File: config.mk
export PLATFORM = sky130hd
export DESIGN_NAME = wb_stage_flat
export DESIGN_NICKNAME = d
export VERILOG_FILES = /design/src/rtl/wb_stage_pkg.sv /design/src/rtl/wb_stage_if.sv /design/src/rtl/wb_stage_load_ext.sv /design/src/rtl/wb_stage.sv /design/src/flat_wrapper.sv
export SDC_FILE = /design/constraint.sdc
export NUM_CORES = 1
export LEC_CHECK = 0
export ABC_AREA = 1
export BUFFER_PORTS_ARGS = -buffer_cell sky130_fd_sc_hd__buf_2
export CORE_MARGIN = 2
export CORE_UTILIZATION = 53
export CTS_CLUSTER_DIAMETER = 50
export DETAILED_ROUTE_END_ITERATION = 10
export PLACE_DENSITY = 0.85
export SLEW_MARGIN = 20
export SYNTH_ARGS = -nofsm -noshare
export SYNTH_HDL_FRONTEND = slang
export SYNTH_SLANG_ARGS = --single-unit
File: constraint.sdc
create_clock -name clk -period 2.9 [get_ports clk]
set_input_delay 0.58 -clock clk [delete_from_list [all_inputs] [get_ports clk]]
set_output_delay 0.58 -clock clk [all_outputs]
set_load 0.005 [all_outputs]
File: src/rtl/wb_stage_pkg.sv
// Shared constants for the b-risc writeback stage: source selects, load funct3 codes, FSM states.
package wb_stage_pkg;
  localparam int DEST_SRC_W = 2;

  localparam logic [DEST_SRC_W-1:0] DEST_SRC_NONE = 2'd0;
  localparam logic [DEST_SRC_W-1:0] DEST_SRC_ALU  = 2'd1;
  localparam logic [DEST_SRC_W-1:0] DEST_SRC_MEM  = 2'd2;
  localparam logic [DEST_SRC_W-1:0] DEST_SRC_LINK = 2'd3;

  localparam logic [2:0] F3_LB  = 3'b000;
  localparam logic [2:0] F3_LH  = 3'b001;
  localparam logic [2:0] F3_LW  = 3'b010;
  localparam logic [2:0] F3_LBU = 3'b100;
  localparam logic [2:0] F3_LHU = 3'b101;
  localparam logic [2:0] F3_LWU = 3'b110;

  localparam logic [0:0] WB_ST_IDLE     = 1'b0;
  localparam logic [0:0] WB_ST_WAIT_MEM = 1'b1;
endpackage

File: src/rtl/wb_stage_if.sv
// Upstream handshake, load-return and register-file write bundle of the writeback stage.
interface wb_stage_if
  import wb_stage_pkg::*;
#(
  parameter int ADDR_W    = 32,
  parameter int INSTR_W   = 32,
  parameter int WORD_W    = 32,
  parameter int REG_IDX_W = 5
) ();
  logic                  i_valid;
  logic                  o_ready;
  logic [ADDR_W-1:0]     i_pc;
  logic [INSTR_W-1:0]    i_instr;
  logic [DEST_SRC_W-1:0] i_dest_src;
  logic [REG_IDX_W-1:0]  i_dest_reg;
  logic [WORD_W-1:0]     i_alu_eval;
  logic                  i_mem_rvalid;
  logic [WORD_W-1:0]     i_mem_rdata;
  logic                  o_dest_en;
  logic [REG_IDX_W-1:0]  o_dest_reg;
  logic [WORD_W-1:0]     o_dest_data;
  logic                  o_retire;

  modport slave (
    input  i_valid, i_pc, i_instr, i_dest_src, i_dest_reg, i_alu_eval,
           i_mem_rvalid, i_mem_rdata,
    output o_ready, o_dest_en, o_dest_reg, o_dest_data, o_retire
  );

  modport master (
    output i_valid, i_pc, i_instr, i_dest_src, i_dest_reg, i_alu_eval,
           i_mem_rvalid, i_mem_rdata,
    input  o_ready, o_dest_en, o_dest_reg, o_dest_data, o_retire
  );
endinterface

File: src/rtl/wb_stage_load_ext.sv
// wb_load_ext: combinational byte/half/word select and sign/zero extension of a returned load word.
module wb_load_ext
  import wb_stage_pkg::*;
#(
  parameter int WORD_W = 32,
  localparam int LANE_W = $clog2(WORD_W/8)
) (
  input  logic [WORD_W-1:0] i_rdata,
  input  logic [LANE_W-1:0] i_lane,
  input  logic [2:0]        i_funct3,
  output logic [WORD_W-1:0] o_data
);
  logic [LANE_W-1:0] w_off;
  logic [WORD_W-1:0] w_shift;

  always_comb begin
    w_off = i_lane;
    case (i_funct3)
      F3_LH, F3_LHU: w_off = i_lane & ~LANE_W'(1);
      F3_LW, F3_LWU: w_off = i_lane & ~LANE_W'(3);
      default:       w_off = i_lane;
    endcase
    w_shift = i_rdata >> {w_off, 3'b000};
    case (i_funct3)
      F3_LB:   o_data = WORD_W'($signed(w_shift[7:0]));
      F3_LBU:  o_data = WORD_W'(w_shift[7:0]);
      F3_LH:   o_data = WORD_W'($signed(w_shift[15:0]));
      F3_LHU:  o_data = WORD_W'(w_shift[15:0]);
      F3_LW:   o_data = WORD_W'($signed(w_shift[31:0]));
      F3_LWU:  o_data = WORD_W'(w_shift[31:0]);
      default: o_data = i_rdata;
    endcase
  end
endmodule

File: src/rtl/wb_stage.sv
// Writeback stage: ALU/LINK retire in 1 cycle, loads wait for rvalid; ready only while IDLE.
// Optional retire counter on o_retire_cnt when WB_RETIRE_CNT_EN is defined.
module wb_stage
  import wb_stage_pkg::*;
#(
  parameter int ADDR_W    = 32,
  parameter int INSTR_W   = 32,
  parameter int WORD_W    = 32,
  parameter int REG_IDX_W = 5,
  parameter int CNT_W     = 32
) (
  input  logic             clk,
  input  logic             clr_n,
  wb_stage_if.slave        wb
`ifdef WB_RETIRE_CNT_EN
  ,
  output logic [CNT_W-1:0] o_retire_cnt
`endif
);
  localparam int LANE_W = $clog2(WORD_W/8);

  logic [0:0]            r_state;
  logic [ADDR_W-1:0]     r_pc;
  logic [INSTR_W-1:0]    r_instr;
  logic [DEST_SRC_W-1:0] r_src;
  logic [REG_IDX_W-1:0]  r_reg;
  logic [WORD_W-1:0]     r_eval;
  logic                  r_dest_en;
  logic [REG_IDX_W-1:0]  r_dest_reg;
  logic [WORD_W-1:0]     r_dest_data;
  logic                  r_retire;

  logic                  w_accept;
  logic [WORD_W-1:0]     w_link;
  logic [WORD_W-1:0]     w_ext;
  logic                  w_unused_bits;

  assign wb.o_ready    = (r_state == WB_ST_IDLE);
  assign w_accept      = wb.i_valid & wb.o_ready;
  assign w_link        = WORD_W'(wb.i_pc + ADDR_W'(4));
  assign w_unused_bits = ^{r_pc, r_instr[INSTR_W-1:15], r_instr[11:0], r_src,
                           r_eval[WORD_W-1:LANE_W]};

  wb_load_ext #(.WORD_W(WORD_W)) u_load_ext (
    .i_rdata  (wb.i_mem_rdata),
    .i_lane   (r_eval[LANE_W-1:0]),
    .i_funct3 (r_instr[14:12]),
    .o_data   (w_ext)
  );

  always_ff @(posedge clk or negedge clr_n) begin
    if (!clr_n) begin
      r_state     <= WB_ST_IDLE;
      r_pc        <= '0;
      r_instr     <= '0;
      r_src       <= DEST_SRC_NONE;
      r_reg       <= '0;
      r_eval      <= '0;
      r_dest_en   <= 1'b0;
      r_dest_reg  <= '0;
      r_dest_data <= '0;
      r_retire    <= 1'b0;
    end else begin
      r_dest_en <= 1'b0;
      r_retire  <= 1'b0;
      case (r_state)
        WB_ST_IDLE: begin
          if (w_accept) begin
            r_pc    <= wb.i_pc;
            r_instr <= wb.i_instr;
            r_src   <= wb.i_dest_src;
            r_reg   <= wb.i_dest_reg;
            r_eval  <= wb.i_alu_eval;
            if (wb.i_dest_src == DEST_SRC_MEM) begin
              r_state <= WB_ST_WAIT_MEM;
            end else begin
              r_retire <= 1'b1;
              if (wb.i_dest_src != DEST_SRC_NONE && wb.i_dest_reg != '0) begin
                r_dest_en   <= 1'b1;
                r_dest_reg  <= wb.i_dest_reg;
                r_dest_data <= (wb.i_dest_src == DEST_SRC_LINK) ? w_link : wb.i_alu_eval;
              end
            end
          end
        end
        default: begin
          // Occupancy is unbounded: the stage holds until the memory returns.
          if (wb.i_mem_rvalid) begin
            r_state  <= WB_ST_IDLE;
            r_retire <= 1'b1;
            if (r_reg != '0) begin
              r_dest_en   <= 1'b1;
              r_dest_reg  <= r_reg;
              r_dest_data <= w_ext;
            end
          end
        end
      endcase
    end
  end

  assign wb.o_dest_en   = r_dest_en;
  assign wb.o_dest_reg  = r_dest_reg;
  assign wb.o_dest_data = r_dest_data;
  assign wb.o_retire    = r_retire;

`ifdef WB_RETIRE_CNT_EN
  logic [CNT_W-1:0] r_retire_cnt;

  always_ff @(posedge clk or negedge clr_n) begin
    if (!clr_n) begin
      r_retire_cnt <= '0;
    end else if (r_retire) begin
      r_retire_cnt <= r_retire_cnt + CNT_W'(1);
    end
  end

  assign o_retire_cnt = r_retire_cnt;
`else
  localparam int UNUSED_CNT_W = CNT_W;
`endif
endmodule

File: src/flat_wrapper.sv
// flat-port wrapper written by rule: the top's interface ports become plain ports
module wb_stage_flat import wb_stage_pkg::*;
#(
  parameter int ADDR_W    = 32,
  parameter int INSTR_W   = 32,
  parameter int WORD_W    = 32,
  parameter int REG_IDX_W = 5,
  parameter int CNT_W     = 32
)
  (clk, clr_n, wb_i_valid, wb_i_pc, wb_i_instr, wb_i_dest_src, wb_i_dest_reg, wb_i_alu_eval, wb_i_mem_rvalid, wb_i_mem_rdata, wb_o_ready, wb_o_dest_en, wb_o_dest_reg, wb_o_dest_data, wb_o_retire);
  wb_stage_if #(.ADDR_W(ADDR_W), .INSTR_W(INSTR_W), .WORD_W(WORD_W), .REG_IDX_W(REG_IDX_W)) wb_i ();
  input  logic clk;
  input  logic clr_n;
  input wire logic [$bits(wb_i.i_valid)-1:0] wb_i_valid;
  input wire logic [$bits(wb_i.i_pc)-1:0] wb_i_pc;
  input wire logic [$bits(wb_i.i_instr)-1:0] wb_i_instr;
  input wire logic [$bits(wb_i.i_dest_src)-1:0] wb_i_dest_src;
  input wire logic [$bits(wb_i.i_dest_reg)-1:0] wb_i_dest_reg;
  input wire logic [$bits(wb_i.i_alu_eval)-1:0] wb_i_alu_eval;
  input wire logic [$bits(wb_i.i_mem_rvalid)-1:0] wb_i_mem_rvalid;
  input wire logic [$bits(wb_i.i_mem_rdata)-1:0] wb_i_mem_rdata;
  output wire logic [$bits(wb_i.o_ready)-1:0] wb_o_ready;
  output wire logic [$bits(wb_i.o_dest_en)-1:0] wb_o_dest_en;
  output wire logic [$bits(wb_i.o_dest_reg)-1:0] wb_o_dest_reg;
  output wire logic [$bits(wb_i.o_dest_data)-1:0] wb_o_dest_data;
  output wire logic [$bits(wb_i.o_retire)-1:0] wb_o_retire;
  assign wb_i.i_valid = wb_i_valid;
  assign wb_i.i_pc = wb_i_pc;
  assign wb_i.i_instr = wb_i_instr;
  assign wb_i.i_dest_src = wb_i_dest_src;
  assign wb_i.i_dest_reg = wb_i_dest_reg;
  assign wb_i.i_alu_eval = wb_i_alu_eval;
  assign wb_i.i_mem_rvalid = wb_i_mem_rvalid;
  assign wb_i.i_mem_rdata = wb_i_mem_rdata;
  assign wb_o_ready = wb_i.o_ready;
  assign wb_o_dest_en = wb_i.o_dest_en;
  assign wb_o_dest_reg = wb_i.o_dest_reg;
  assign wb_o_dest_data = wb_i.o_dest_data;
  assign wb_o_retire = wb_i.o_retire;
  wb_stage #(.ADDR_W(ADDR_W), .INSTR_W(INSTR_W), .WORD_W(WORD_W), .REG_IDX_W(REG_IDX_W), .CNT_W(CNT_W)) u_core (.clk(clk), .clr_n(clr_n), .wb(wb_i));
endmodule
======== Word-level counts from Yosys, hierarchy flattened ========
Cells that the tools add are included.
cells by class
  $add $sub $neg .......................... 1
  $mul .................................... 0
  divide/modulo/power cells ............... 0
  magnitude comparators ................... 0
  equality and inequality tests ........... 10
  shifts and indexed selects .............. 1
  mux-type cells .......................... 29
  bitwise logic cells ..................... 2
  reduce and logical (&&, ||, !) cells .... 11
operators by type and width
  operator                 count
  $mux W32                 7
  $pmux W32 S5             1
  $add A32 B3 Y32 const B  1
  $shr A32 B5 Y32          1
  $mux W5                  6
  $mux W1                  14
  $reduce_bool A5 Y1       2
  $eq A3 B3 Y1 const B     3
  $reduce_bool A2 Y1       3
  $reduce_and A5 Y1        1
  $eq A2 B2 Y1 const B     2
  $ne A2 B2 Y1 const B     2
  $pmux W2 S2              1
  $reduce_or A2 Y1         2
  $eq A3 B1 Y1 const B     1
  $eq A3 B2 Y1 const B     1
  $logic_not A3 Y1         1
  $ne A2 B1 Y1 const B     1
  $reduce_and A2 Y1        1
  $and A1 B1 Y1            1
  $logic_and A1 B1 Y1      1
  $not A1 Y1               1
word-level totals
  bits in registers ....................... 62
  bits in latches ......................... 0
  memory bits (writable) .................. 0
  bits in read-only memories .............. 0
  bits of input ports ..................... 139
  output and inout bits ................... 40
  word-level logic and storage cells ...... 62
  memories kept ........................... 0

======== Logic depth before layout (Yosys ltp) ========
Gate-level depths: netlist of run 1.
  word-level depth ........................ 8
  mapped depth ............................ 13
  mapped depth without buffers ............ 12

======== By module ========
A second synthesis of run 1 with hierarchy kept.
unflattened totals
  cells, all modules ...................... 797
  area total of the unflattened synthesis .. 4630.7 µm²
modules (own cells, without submodules)
  module       times used  cells each  area an instance (µm²)  seq. area each (µm²)
  wb_stage     1           560         3575.9                  1251.2
  wb_load_ext  1           237         1054.8                  0.0

======== Least setup slack after synthesis of run 1 ========
OpenSTA, ideal clock, no wires.
  kind .................................... in2reg
  start point ............................. input wb_i_pc[2]
  end point ............................... register u_core.r_dest_data[14] (netlist: u_core.wb.o_dest_data[14])
  setup time .............................. 0.066 ns
  arrival time ............................ 1.691 ns
  required time ........................... 2.834 ns
  setup slack ............................. 1.144 ns
  stages .................................. 10
  path buffers ............................ 0
  path through ............................ ha_1 -> inv_1 -> nor2_4 -> inv_1 -> nor2_1 -> xor2_1 -> nand2_1 -> a21oi_1 -> nand2_1 -> nand2_1
between the ends
  word-level cells in the longest chain between the ends .. 6
RTL lines
  item                    line                source
  start: declaration      flat_wrapper.sv:15  input wire logic [$bits(wb_i.i_pc)-1:0] wb_i_pc;
  $add A32 B3 Y32         wb_stage.sv:40      assign w_link = WORD_W'(wb.i_pc + ADDR_W'(4));
  $mux W32                wb_stage.sv:81      r_dest_data <= (wb.i_dest_src == DEST_SRC_LINK) ? w_link : wb.i_alu_eval;
  $mux W32                wb_stage.sv:78      if (wb.i_dest_src != DEST_SRC_NONE && wb.i_dest_reg != '0) begin
  $mux W32                wb_stage.sv:74      if (wb.i_dest_src == DEST_SRC_MEM) begin
  $mux W32                wb_stage.sv:68      if (w_accept) begin
  $mux W32                wb_stage.sv:66      case (r_state)
  end signal: assignment  wb_stage.sv:81
  end signal: assignment  wb_stage.sv:94      r_dest_data <= w_ext;
  end: declaration        wb_stage.sv:30      logic [WORD_W-1:0] r_dest_data;
No other way between the ends. The select of a mux whose other input is x is not followed.
A chain may end at the register's enable or synchronous reset.

======== Final worst setup path of run 1 ========
  start point ............................. register u_core.r_instr[13]
  end point ............................... register u_core.r_dest_data[20] (netlist: u_core.wb.o_dest_data[20])
between the ends
  word-level cells in the longest chain between the ends .. 8
  elaborated cells between the ends (all ways) .. 14
  classes of those cells .................. eq/ne (5); shift (1); mux (5); reduce/logical (3)
RTL lines
  item                                        line                                              source
  start: declaration                          wb_stage.sv:24                                    logic [INSTR_W-1:0] r_instr;
  start signal: assignment                    wb_stage.sv:70                                    r_instr <= wb.i_instr;
  $eq A3 B3 Y1, or another cell as far along  wb_stage_load_ext.sv:18, wb_stage_load_ext.sv:24
  $reduce_or A2 Y1, on equally long branches  --
  $pmux W2 S2                                 wb_stage_load_ext.sv:18                           case (i_funct3)
  $shr A32 B5 Y32                             wb_stage_load_ext.sv:23                           w_shift = i_rdata >> {w_off, 3'b000};
  $pmux W32 S5 (*)                            wb_stage_load_ext.sv:24                           case (i_funct3)
  $mux W32 (*)                                wb_stage.sv:91                                    if (r_reg != '0) begin
  $mux W32 (*)                                wb_stage.sv:88                                    if (wb.i_mem_rvalid) begin
  $mux W32 (*)                                wb_stage.sv:66
Every way passes the cells marked *; elsewhere a longest branch is shown, timed or not. The select of a mux whose other input is x is not followed.

==> results of run 1 <==
[layout make-up]
class	instances	area, µm²
Fill cell	807	2880
Multi-Input combinational cell	580	2710
Clock inverter	2	37.5
Tap cell	105	131
Inverter	48	185
Sequential cell	50	1250
Clock buffer	6	72.6
Timing Repair Buffer	159	821
[routing by layer]
metal	vias up	GRT usage [%]
met5	-	0
met4	0	9.66
met3	24	3.99
met2	242	57.3
met1	2450	44.8
li1	2592	-
[report_power, final]
| part | leakage, nW | internal (mW) | switching, mW |
|---|---|---|---|
| registers | 0.597 | 0.854 | 0.123 |
| clock network | 0.0514 | 0.258 | 0.252 |
| logic | 2.04 | 0.393 | 0.613 |
| total | 2.69 | 1.50 | 0.988 |
[synthesized netlist by cell type, drive strengths merged]
master	instances	area share (%)
a22oi	3	0.52
a21o	1	0.17
nand3b	10	1.7
nand3	49	6.4
o32ai	1	0.20
clkbuf	16	1.4
nor3	4	0.46
o21ai	42	4.8
xnor2	2	0.40
nor2	85	7.5
clkinv	1	0.086
o211ai	11	2.0
ha	1	0.29
a31oi	5	0.72
xor2	3	0.60
nand2	275	25
or2	2	0.29
inv	47	4.2
mux2	3	0.78
nand4	21	3.0
dfrtp	50	29
buf	19	3.3
a21oi	62	7.6
[worst max-delay path by stage]
stage,to,slack [ps],depth (start not counted)
after floorplan,u_core.wb.o_dest_data[14],1140,10
after global placement,u_core.wb.o_dest_data[20],560,10
after detailed placement,u_core.wb.o_dest_data[8],500,10
after CTS,u_core.wb.o_dest_data[8],470,10
after global routing,u_core.wb.o_dest_data[14],220,10
final,u_core.wb.o_dest_data[20],420,10
[metrics by stage]
step / std cells / setup slack, ps / cell area (µm²) / hold WS (ps) / power, mW
floorplan: 713 / 1140 / 4350 / 284 / 1.58
global placement: 942 / 555 / 5100 / 458 / 1.95
detailed placement: 942 / 500 / 5100 / 461 / 1.98
CTS: 950 / 466 / 5210 / 272 / 2.49
global route: 950 / 216 / 5210 / 290 / 2.66
finish: 950 / 423 / 5210 / 263 / 2.49
[worst max-delay path: stages (launching register included)]
cell and delay (ps):
dfrtp_1 820, nand2_8 150, nand2_4 260, inv_2 180
nand3_1 150, nand3_2 290, nand2_1 260, inv_2 90
nand2_1 70, nand3_1 60, nand2_1 70
[cell families after synthesis]
kind of cell / share of synthesized area, %
simple gates: 44.2
compound gates: 16.0
buf+inv: 8.91
flops: 28.8
xor+xnor: 1.01
mux: 0.776
fa+ha+maj: 0.287
==> results.toml, run 1 <==
[clocking]
clk_path_buf_depth = 2
cts_setup_buffers = 0
root_buffer = "clkbuf_8"
cts_made_buffers = 5
ctsResizeCount = 0
insertion_delay_ps = 310
htreeDepth = 2
holdBufCountCts = 0
cts.sinks = 50
cts_tree = "built"
clkTransAtPathRegs_ps = 100

[sta]
worst_pin_slew_ps = 727
slew_viol_final = 0
setup_violations = 0
finalCritPeriodShare_pct = 85.4
hold_viol_final = 0
rsz0062_at_grt = "false"
period_needed_ps = 2480
skew_ps = 10.8
relSlewSlack_pct = 51.6
max_freq_mhz = 404
tns_ps = 0

[floorplanning]
core.rowCount = 33
die-area_um2 = 8950
boundaryPins = 179
die_width_um = 94.6
initial_core_util_pct = 53.8
core_area_um2 = 8090
die_h_um = 94.6

[grt]
grt.overflow.total = 0
antenna_found_initial = 0
grt_usage_pct = 33.6
grt_start_max_net_pins = 40
grt_pass1_vias = 4753
grt_first_pass_wirelength_mm = 23.3

[route]
vias_per_cell = 5.59
routed_wl_mm = 14.9
drtIter0Drc = 313
post_drt_wl_per_cell_um = 15.6
top_layer = "met4"
wl_met1_mm = 6.22
wl_met2_mm = 7.20
dr.pass1.iters = 7
drc = 0
vias = 5308
ant_nets = 0
wl_met3_mm = 1.10

[logic_synthesis]
syn_avg_cell_area_um2 = 6.10
synth_fp_nets = 853
synth_cell_types = 37
ys_ff_latch = 50
syn_area_um2 = 4350
ys_seq_area_share_pct = 28.8
ys_warn_count = 0
synthCells = 713

[setup_path]
startpoint_type = "register"
endpoint_kind = "register"
r2r_start = "u_core.r_instr[13]"
critical_path_class = "register to register"
worstRegToRegCells = 10
worstPathRequired_ps = 3160
r2r_slack_ps = 420
cp_data_arrival_time_ps = 2730
crit_start = "u_core.r_instr[13]"
worst_r2r_endpoint = "u_core.wb.o_dest_data[20]"
cp_max_fo = 23

[placement]
gp_congestion = 0.952
dp.final_hpwl_mm = 11.6
portBuffers = 149

[cells_and_area]
nets = 984
final_cell_mix = "nand2_1 (271), buf_2 (149), nor2_1 (84)"
fin_util_pct = 64.4
syn_to_final_growth_pct = 19.8
layout-drive-gt1-share_pct = 22.5
final_common_cell = "nand2_1"
largest_register_ffs = 32
diodes = 0

[run_status]
status = "complete, no violations"

[pwr]
vdd_drop_max_v = 0.000340
power_density_nw_per_um2 = 478
p_leak_nw = 2.69

[flow_run]
max_cap_violations = 0

[hold_path]
hp-class = "input port to asynchronous set/reset pin"
Note: power is estimated with default switching activity, not from simulation.
==> run 2, diff against run 1 <==
CORE_UTILIZATION = 50   (was 53)
PLACE_DENSITY = 0.81   (was 0.85)
clock period = 2.69 ns   (was 2.9 ns; I/O delays follow)
==> run 2 against run 1 <==
Power up 5.2%; non-clock buffer count unchanged; sequential power up 6%; clock power down 7.3%; design area about the same; register-to-register slack better by 80 ps; via count up 0.68%; sequential share of layout area about the same; maximum frequency up 13%; largest cell class unchanged; highest routed layer unchanged.
==> results.toml, run 2 (same netlist as run 1, synthesis figures left out) <==
[route]
post_drt_wl_per_cell_um = 15.8
drc = 0
routed_wl_mm = 15.0
ant_nets = 0
vias = 5344
vias_per_cell = 5.61
dr.pass1.iters = 5
drtIter0Drc = 441

[setup_path]
critPathMaxStageDelay_ps = 610
startpoint_type = "register"
critical_path_class = "register to register"
worstPathRequired_ps = 2900
endpoint_kind = "register"
crit_top_cell = "nand2_1"
slowest_stage = "dfrtp_1"
cp_data_arrival_time_ps = 2400
worstPathCellList = "inv_4 > nand2_8 > nand3_4 > nand2_1 > nand3_1 > nand3_2 > nand2_1 > inv_2 > nand2_1 > nand2_1 > nand2_1"
cp_max_fo = 16

[pwr]
p_leak_nw = 2.68
power_density_nw_per_um2 = 503
vdd_drop_max_v = 0.000289

[floorplanning]
die_width_um = 97.3
core.rowCount = 34
die-area_um2 = 9470
die_h_um = 97.3
initial_core_util_pct = 50.6
core_area_um2 = 8590
boundaryPins = 179

[placement]
portBuffers = 149
dp.final_hpwl_mm = 11.7
gp_congestion = 0.955

[cells_and_area]
syn_to_final_growth_pct = 19.7
nets = 984
final_common_cell = "nand2_1"
diodes = 0
layout-drive-gt1-share_pct = 22.6
largest_register_ffs = 32
final_cell_mix = "nand2_1 (271), buf_2 (149), nor2_1 (84)"

[clocking]
cts_setup_buffers = 0
clk_path_buf_depth = 2
clkTransAtPathRegs_ps = 110
htreeDepth = 2
cts.sinks = 50
root_buffer = "clkbuf_8"
ctsResizeCount = 0
cts_tree = "built"
holdBufCountCts = 0
cts_made_buffers = 5
insertion_delay_ps = 320

[sta]
period_needed_ps = 2190
setup_violations = 0
tns_ps = 0
worst_pin_slew_ps = 651
max_freq_mhz = 456
rsz0062_at_grt = "false"
slew_viol_final = 0
relSlewSlack_pct = 56.6
hold_viol_final = 0
skew_ps = 18.0
hold_ws_ps = 297
finalCritPeriodShare_pct = 81.4

[grt]
grt.overflow.total = 0
antenna_found_initial = 0
grt_usage_pct = 31.4
grt_start_max_net_pins = 51
grt_pass1_vias = 4986
grt_first_pass_wirelength_mm = 24.0

[run_status]
status = "complete, no violations"

[hold_path]
hp-class = "input port to asynchronous set/reset pin"

[flow_run]
max_cap_violations = 0
==> run 2: changes by cell type in the layout (fill, tap and decap cells not counted) <==
cell and delta:
buf_12 +1, buf_4 -1, bufinv_16 -1, clkbuf_1 -1, clkinv_2 +1, clkinv_4 +1
==> run 2: critical path, delay by kind of cell, from the launching register on <==
family        cells  cell delay, ps
simple gates      9            1220
flops             1             610
buf+inv           2             240
==> run 2: final cells by class <==
type                       count  area [µm²]
multi-input combinational    580        2710
clock buffer                   5        68.8
fill                         888        3390
sequential                    50        1250
inverter                      48         185
clock inverter                 3        21.3
tap                          108         135
timing repair buffer         159         833
==> run 2: through the flow <==
stage | instance area, µm² | power, mW | utilization (%) | std cells | setup WS [ps]
after global routing | 5210 | 2.81 | 60.6 | 953 | 298
after detailed placement | 5120 | 2.15 | 59.6 | 945 | 545
final | 5210 | 2.62 | 60.6 | 953 | 499
after global placement | 5120 | 2.12 | 59.6 | 945 | 592
after floorplan | 4350 | 1.71 | - | 713 | 976
after CTS | 5210 | 2.62 | 60.6 | 953 | 527
==> run 2: path summary, 6_finish.rpt <==
path | startpoint | endpoint | slack (ps) | cells after the start
setup / recovery | u_core.r_instr[12] | u_core.wb.o_dest_data[8] | 500 | 11
hold / removal | clr_n | u_core.wb.o_dest_data[23] | 300 | 2
setup reg to reg | u_core.r_instr[12] | u_core.wb.o_dest_data[8] | 500 | 11
hold reg to reg | u_core.wb.o_dest_data[15] | u_core.wb.o_dest_data[15] | 490 | 2
max in group asynchronous | clr_n | u_core.wb.o_dest_reg[4] | 1930 | 2
min in group clk | wb_i_mem_rvalid | u_core.r_state | 420 | 2
==> run 2: routing by layer <==
| layer | global-route usage (%) | part of all wire [%] | up-vias |
|---|---|---|---|
| met3 | 5.83 | 8.3 | 40 |
| met1 | 41.3 | 42 | 2462 |
| met5 | 0 | 0 | - |
| li1 | - | - | 2593 |
| met2 | 51.8 | 47 | 249 |
| met4 | 11.8 | 3.3 | 0 |
==> run 2: power by group <==
part           switching (mW)  total, mW  internal [mW]
Clock                   0.288      0.472          0.184
Sequential              0.123       1.04          0.921
Combinational           0.675       1.11          0.431
Total                    1.09       2.62           1.54
